**src/rtl/irq_ctrl.sv**
```systemverilog
// Machine-mode interrupt controller: owns mstatus.MIE/MPIE and mie, builds mip,
// and offers the highest-priority enabled pending interrupt to the pipeline.
module irq_ctrl #(
   parameter int Xlen       = 64,
   parameter int SyncStages = 2
) (
   input  logic            clk_i,
   input  logic            rst_i,
   input  logic            msip_i,
   input  logic            mtip_i,
   input  logic            meip_i,
   input  logic            csr_we_i,
   input  logic [11:0]     csr_addr_i,
   input  logic [Xlen-1:0] csr_wdata_i,
   output logic [Xlen-1:0] csr_rdata_o,
   output logic            irq_req_o,
   output logic [Xlen-1:0] irq_cause_o,
   input  logic            irq_ack_i,
   input  logic            mret_i
);

   localparam logic [0:0]  ST_IDLE      = 1'b0;
   localparam logic [0:0]  ST_REQ       = 1'b1;
   localparam logic [11:0] ADDR_MSTATUS = 12'h300;
   localparam logic [11:0] ADDR_MIE     = 12'h304;
   localparam logic [11:0] ADDR_MIP     = 12'h344;
   localparam logic [11:0] IRQ_MASK     = 12'h888;

   logic [0:0]            state_q;
   logic [SyncStages-1:0] sync_q;
   logic                  meip_s;
   logic [11:0]           mip;
   logic [11:0]           mie_q;
   logic [11:0]           mie_d;
   logic [11:0]           pend;
   logic [11:0]           pend_nx;
   logic [11:0]           src_q;
   logic [11:0]           sel_hot;
   logic [3:0]            sel_code;
   logic                  mst_mie_q;
   logic                  mst_mpie_q;
   logic                  mst_mie_d;
   logic                  mst_mpie_d;
   logic                  take;
   logic                  withdraw;
   logic                  elig;
   logic [Xlen-1:0]       cause_q;
   logic                  unused_wdata;

   assign unused_wdata = ^csr_wdata_i[Xlen-1:12];

   always_ff @(posedge clk_i or posedge rst_i) begin
      if (rst_i) sync_q <= '0;
      else       sync_q <= {sync_q[SyncStages-2:0], meip_i};
   end

   assign meip_s  = sync_q[SyncStages-1];
   assign mip     = {meip_s, 3'b000, mtip_i, 3'b000, msip_i, 3'b000};
   assign mie_d   = (csr_we_i && csr_addr_i == ADDR_MIE) ? (csr_wdata_i[11:0] & IRQ_MASK) : mie_q;
   assign pend    = mip & mie_q;
   assign pend_nx = mip & mie_d;
   assign elig    = mst_mie_q & (|pend);
   assign take    = (state_q == ST_REQ) && irq_ack_i;

   always_comb begin
      sel_code = 4'd7;
      sel_hot  = 12'h080;
      if (pend[11]) begin
         sel_code = 4'd11;
         sel_hot  = 12'h800;
      end else if (pend[3]) begin
         sel_code = 4'd3;
         sel_hot  = 12'h008;
      end
   end

   // ack outranks mret, which outranks a CSR write of mstatus.
   always_comb begin
      mst_mie_d  = mst_mie_q;
      mst_mpie_d = mst_mpie_q;
      if (take) begin
         mst_mpie_d = mst_mie_q;
         mst_mie_d  = 1'b0;
      end else if (mret_i) begin
         mst_mie_d  = mst_mpie_q;
         mst_mpie_d = 1'b1;
      end else if (csr_we_i && csr_addr_i == ADDR_MSTATUS) begin
         mst_mie_d  = csr_wdata_i[3];
         mst_mpie_d = csr_wdata_i[7];
      end
   end

   // Withdraw looks at next-cycle enables so a disabling write drops the request one cycle later.
   assign withdraw = (state_q == ST_REQ) && !irq_ack_i && (!mst_mie_d || ((src_q & pend_nx) == 12'h000));

   always_ff @(posedge clk_i or posedge rst_i) begin
      if (rst_i) begin
         state_q    <= ST_IDLE;
         cause_q    <= '0;
         src_q      <= '0;
         mie_q      <= '0;
         mst_mie_q  <= 1'b0;
         mst_mpie_q <= 1'b0;
      end else begin
         mie_q      <= mie_d;
         mst_mie_q  <= mst_mie_d;
         mst_mpie_q <= mst_mpie_d;
         case (state_q)
            ST_IDLE: begin
               if (elig) begin
                  state_q <= ST_REQ;
                  cause_q <= {1'b1, {(Xlen-5){1'b0}}, sel_code};
                  src_q   <= sel_hot;
               end
            end
            ST_REQ: begin
               if (take || withdraw) state_q <= ST_IDLE;
            end
            default: state_q <= ST_IDLE;
         endcase
      end
   end

   assign irq_req_o   = (state_q == ST_REQ);
   assign irq_cause_o = cause_q;

   always_comb begin
      csr_rdata_o = '0;
      case (csr_addr_i)
         ADDR_MSTATUS: begin
            csr_rdata_o[3] = mst_mie_q;
            csr_rdata_o[7] = mst_mpie_q;
         end
         ADDR_MIE: csr_rdata_o[11:0] = mie_q;
         ADDR_MIP: csr_rdata_o[11:0] = mip;
         default:  ;
      endcase
   end

endmodule

```
**config.mk**
```make
export PLATFORM = sky130hd
export DESIGN_NAME = irq_ctrl
export DESIGN_NICKNAME = d
export VERILOG_FILES = /design/src/rtl/irq_ctrl.sv
export SDC_FILE = /design/constraint.sdc
export NUM_CORES = 1
export LEC_CHECK = 0
export ABC_AREA = 1
export CORE_AREA = 2 2 81 83
export CTS_CLUSTER_DIAMETER = 120
export DETAILED_ROUTE_END_ITERATION = 12
export DIE_AREA = 0 0 83 85
export PLACE_DENSITY_LB_ADDON = 0.2
export SLEW_MARGIN = 5
export SYNTH_ARGS = -nofsm -noshare
export SYNTH_HDL_FRONTEND = slang
export SYNTH_SLANG_ARGS = --single-unit
```
**constraint.sdc**
```tcl
create_clock -name clk_i -period 3.6 [get_ports clk_i]
set_clock_uncertainty 0.05 [all_clocks]
set_input_delay 0.9 -clock clk_i [delete_from_list [all_inputs] [get_ports clk_i]]
set_output_delay 0.9 -clock clk_i [all_outputs]
set_load 0.005 [all_outputs]
```
Yosys cells after proc, flatten, opt, wreduce, memory -nomap -nowiden --
Index checks and enable logic that the tools add are counted.
Operators by class: equality and inequality tests 3, divide/modulo/power cells 0, add/sub/neg operators 0, reductions and logical operators 13, shifts and indexed selects 0, magnitude comparators 0, multiplexer cells 19, $mul 0, bitwise operators 5
Operators by type and width (count):
- 12-bit AND | 3
- 12-bit by 10-bit == test with 1-bit output (second input constant) | 3
- 12-bit two-way mux | 2
- 12-bit zero test | 1
- 12-bit OR reduction | 1
- 3-bit two-way mux | 3
- 1-bit two-way mux | 8
- 8-bit two-way mux | 1
- 4-bit case mux with 2 select lines | 1
- 1-bit case mux with 3 select lines | 2
- 1-bit logical AND | 5
- 4-bit two-way mux | 1
- 3-bit nonzero test | 1
- 1-bit zero test | 2
- 1-bit logical OR | 2
- 1-bit case mux with 2 select lines | 1
- 2-bit AND reduction | 1
- 1-bit AND | 1
- 1-bit inverter | 1
Storage, ports and cells: bits in writable memories 0, bits in read-only memories 0, logic and storage cells 47, output and inout bits 129, flip-flop bits (word level) 34, input port bits 84, memories kept 0, latch bits 0

Depth between registers and ports, before layout --
depth in word-level cells 11, mapped depth 10

Least setup slack after synthesis --
OpenSTA, ideal clock, no wires.
path kind input to output, start point input csr_addr_i[0], end point output csr_rdata_o[7], setup slack 1.059 ns, arrival 1.591 ns, path buffers 0, stages 6, path through inv_1 nand2_1 nor2_2 and3_1 nand2_1 o221ai_1
Between the ends: cells in the longest elaborated chain, start to end 2, elaborated cells on any way between the ends 4, those cells by class eq/ne (3); mux (1)
Ends and longest elaborated chain:
- start, declared | line 13 | input logic [11:0] csr_addr_i,
- 12-bit by 10-bit == test with 1-bit output | line 129 | case (csr_addr_i)
- 1-bit case mux with 3 select lines * | line 129
- end, declared | line 15 | output logic [Xlen-1:0] csr_rdata_o,
Mark *: on every way between the ends. The rest lies on a longest branch, timed or not.

Worst setup path after layout --
start point input csr_addr_i[2], end point output csr_rdata_o[3]
The elaborated chain is that of the path after synthesis.

==> flow_summary.json <==
{
  "status": "completed",
  "path_common_cell": "nand2_1",
  "ys_ff_latch": 12,
  "place_congestion": 0.728,
  "regArea_sq_um": 300,
  "overflow": 0,
  "cap_viol_max_count": 0,
  "cpPeakStageDelay_ns": 0.47,
  "drc": 0,
  "synth_warnings": 0,
  "initial_core_util_pct": 27.3,
  "drv_slew": 0,
  "coreArea_sq_um": 6200,
  "pwr-share-clk_pct": 28.7,
  "cp_slowest_cell": "clkdlybuf4s50_1",
  "fill_cells": 688,
  "synth_cell_types": 27,
  "crit_path_start_kind": "input pin",
  "port_buffers": 31,
  "leakagePower_uw": 0.00102,
  "tns_ns": 0,
  "area_growth_pct": 0.442,
  "viasPerCell": 3.16,
  "num_rows": 29,
  "antenna_cells": 0,
  "setup_viol": 0,
  "clk_path_buf_depth": 2,
  "end_kind": "primary output",
  "hold_buffers": 0,
  "grt_pass1_vias": 792,
  "dieArea_sq_um": 7060,
  "yosysSeqAreaShare_pct": 17.7,
  "die_h_microns": 85,
  "die_w_microns": 83,
  "comb_power_share_pct": 34.7,
  "p_seq_share_pct": 36.6,
  "arrival_ns": 2.17,
  "intPower_uw": 340,
  "antenna_found_initial": 0,
  "netlist_area_sq_um": 1700,
  "hp-class": "reg2reg",
  "cts_sinks": 12,
  "wl_per_cell_microns": 7.23,
  "required_ns": 2.65,
  "layout.nets": 342,
  "grt_pass1_wl_mm": 3.48,
  "p_sw_uw": 167,
  "worst_skew_pair.late_latency_ns": 0.24,
  "tritoncts": "yes",
  "crit_type": "in2out",
  "path_max_fanout": 2,
  "whs_ns": 0.302,
  "syn_inst": 224,
  "power_uw": 506,
  "first_pass_iters": 2,
  "powerDensity_nw_per_um2": 297,
  "multi_input_area_sq_um": 837,
  "fin_crit_ns": 3.12,
  "grt_max_degree": 13,
  "rsz0062_at_grt": "false",
  "num_vias": 1057,
  "numCtsBuffers": 3,
  "finalHoldViolations": 0,
  "hold_depth": 0,
  "max_freq_mhz": 321,
  "r2r_cells": 6,
  "drt.antenna.violating_nets": 0,
  "hpwl_mm": 2.24,
  "drive_above_1_share_pct": 8.95,
  "grt_usage_pct": 6.03,
  "cp_cell_sequence": "clkdlybuf4s50_1, nand2_1, nor2_2, and3_1, nand2_1, inv_2, nand2_1, o211ai_1, dlymetal6s2s_1",
  "io-pin-count": 213,
  "h-tree-depth": 1,
  "wl_mm": 2.42,
  "drt_iter0_drc": 11,
  "syn_area_per_cell_sq_um": 7.57,
  "vdd_ir_drop_max_mv": 0.297,
  "sw_frac_of_total_pct": 32.9,
  "cts.clk_slew.worst_paths_ns": 0.05,
  "timing.final.crit_share_pct": 86.6,
  "cts_root_buf": "clkbuf_8"
}
[critical path: cells and delay by family]
kind	cells	cell delay (ns)
buffers and inverters	3	0.70
AOI/OAI and AO/OA	1	0.09
and+or+nand+nor	5	0.48
[kinds of logic (layout without fill, tap and decap cells)]
logic type      after synthesis  in the layout  share of synthesized area, %
compound gates                9              9                          3.76
buf+inv                     144             58                          59.3
simple gates                 58             58                          19.0
other cells                   1            120                         0.221
flops                        12             12                          17.7
[repair_timing]
| action | in CTS | in global routing |
|---|---|---|
| setup endpoints to repair | 0 | 3 |
| setup buffers | 0 | 0 |
| gates resized for setup | 0 | 4 |
[layout make-up]
class / count / share of cell area, %
clock buffer: 4 / 3.23
inverter: 20 / 4.41
multi-input combinational: 187 / 49.1
sequential: 12 / 17.6
tap: 77 / 5.65
timing repair buffer: 34 / 20.0
[layout by cell type (no fill, tap or decap), drive strengths merged, types with 3 or more instances in the layout]
cell	Yosys	routed
conb	1	120
inv	20	20
buf	124	3
clkdlybuf4s50	0	28
nand2	28	28
nand3	8	8
o21ai	3	3
dfrtp	12	12
nor2	8	8
dlymetal6s2s	0	3
clkbuf	0	4
nand3b	3	3
nand4	5	5
and2	3	3
[final timing paths]
path,from,end,slack [ns]
max,csr_addr_i[2],csr_rdata_o[3],0.48
max in group asynchronous,rst_i,mie_q[3],2.26
max reg2reg,sync_q[1],irq_cause_o[1],2.30
min reg2reg,sync_q[0],sync_q[1],0.30
min,sync_q[0],sync_q[1],0.30
min in group asynchronous,rst_i,irq_cause_o[3],0.92
[sequential cells by signal, indices dropped and copies added, names as in the netlist]
| signal | cells |
|---|---|
| src_q | 1 |
| irq_cause_o | 3 |
| sync_q | 2 |
| mie_q | 3 |
| mst_mpie_q | 1 |
| irq_req_o | 1 |
| mst_mie_q | 1 |
[power by group through the flow]
stage                     Combinational [uW]  Clock, uW  Sequential (uW)
after CTS                                177        149              186
after detailed placement                 176          0              188
after floorplan                          211          0              181
after global placement                   175          0              188
after global routing                     197        156              189
final                                    176        145              185
[through the flow]
stage          std cells  cell area [sq um]  utilization [%]  setup WS [ns]
2_1_floorplan        343               2140                -           1.06
3_3_place_gp         330               1640             26.5         0.0711
5_1_grt              334               1700             27.5          0.322
6_report             334               1700             27.5          0.483
4_1_cts              334               1700             27.3         0.0636
3_5_place_dp         330               1640             26.5         0.0679
[cells in the mapped netlist (all sizes together)]
library cell / n / area share (%)
or2: 2 / 0.74
nor2: 8 / 3.3
dfrtp: 12 / 18
nand2: 28 / 6.6
o221ai: 1 / 0.52
o21bai: 1 / 0.44
nand3b: 3 / 1.3
nand3: 8 / 3.7
inv: 20 / 4.4
a32oi: 1 / 0.52
o211ai: 1 / 0.44
buf: 124 / 55
a21oi: 1 / 0.52
conb: 1 / 0.22
o21a: 1 / 0.44
and2: 3 / 1.1
and3: 1 / 0.37
nand4: 5 / 1.8
o21ai: 3 / 0.88
[routing by layer]
layer / wire (microns) / share of wire [%] / track usage [%]
met4: 0 / 0 / 0.894
met1: 871 / 36 / 6.24
met2: 1260 / 52 / 11.8
met5: 0 / 0 / 0
met3: 288 / 12 / 2.24
Power figures use the tool's default switching activity.
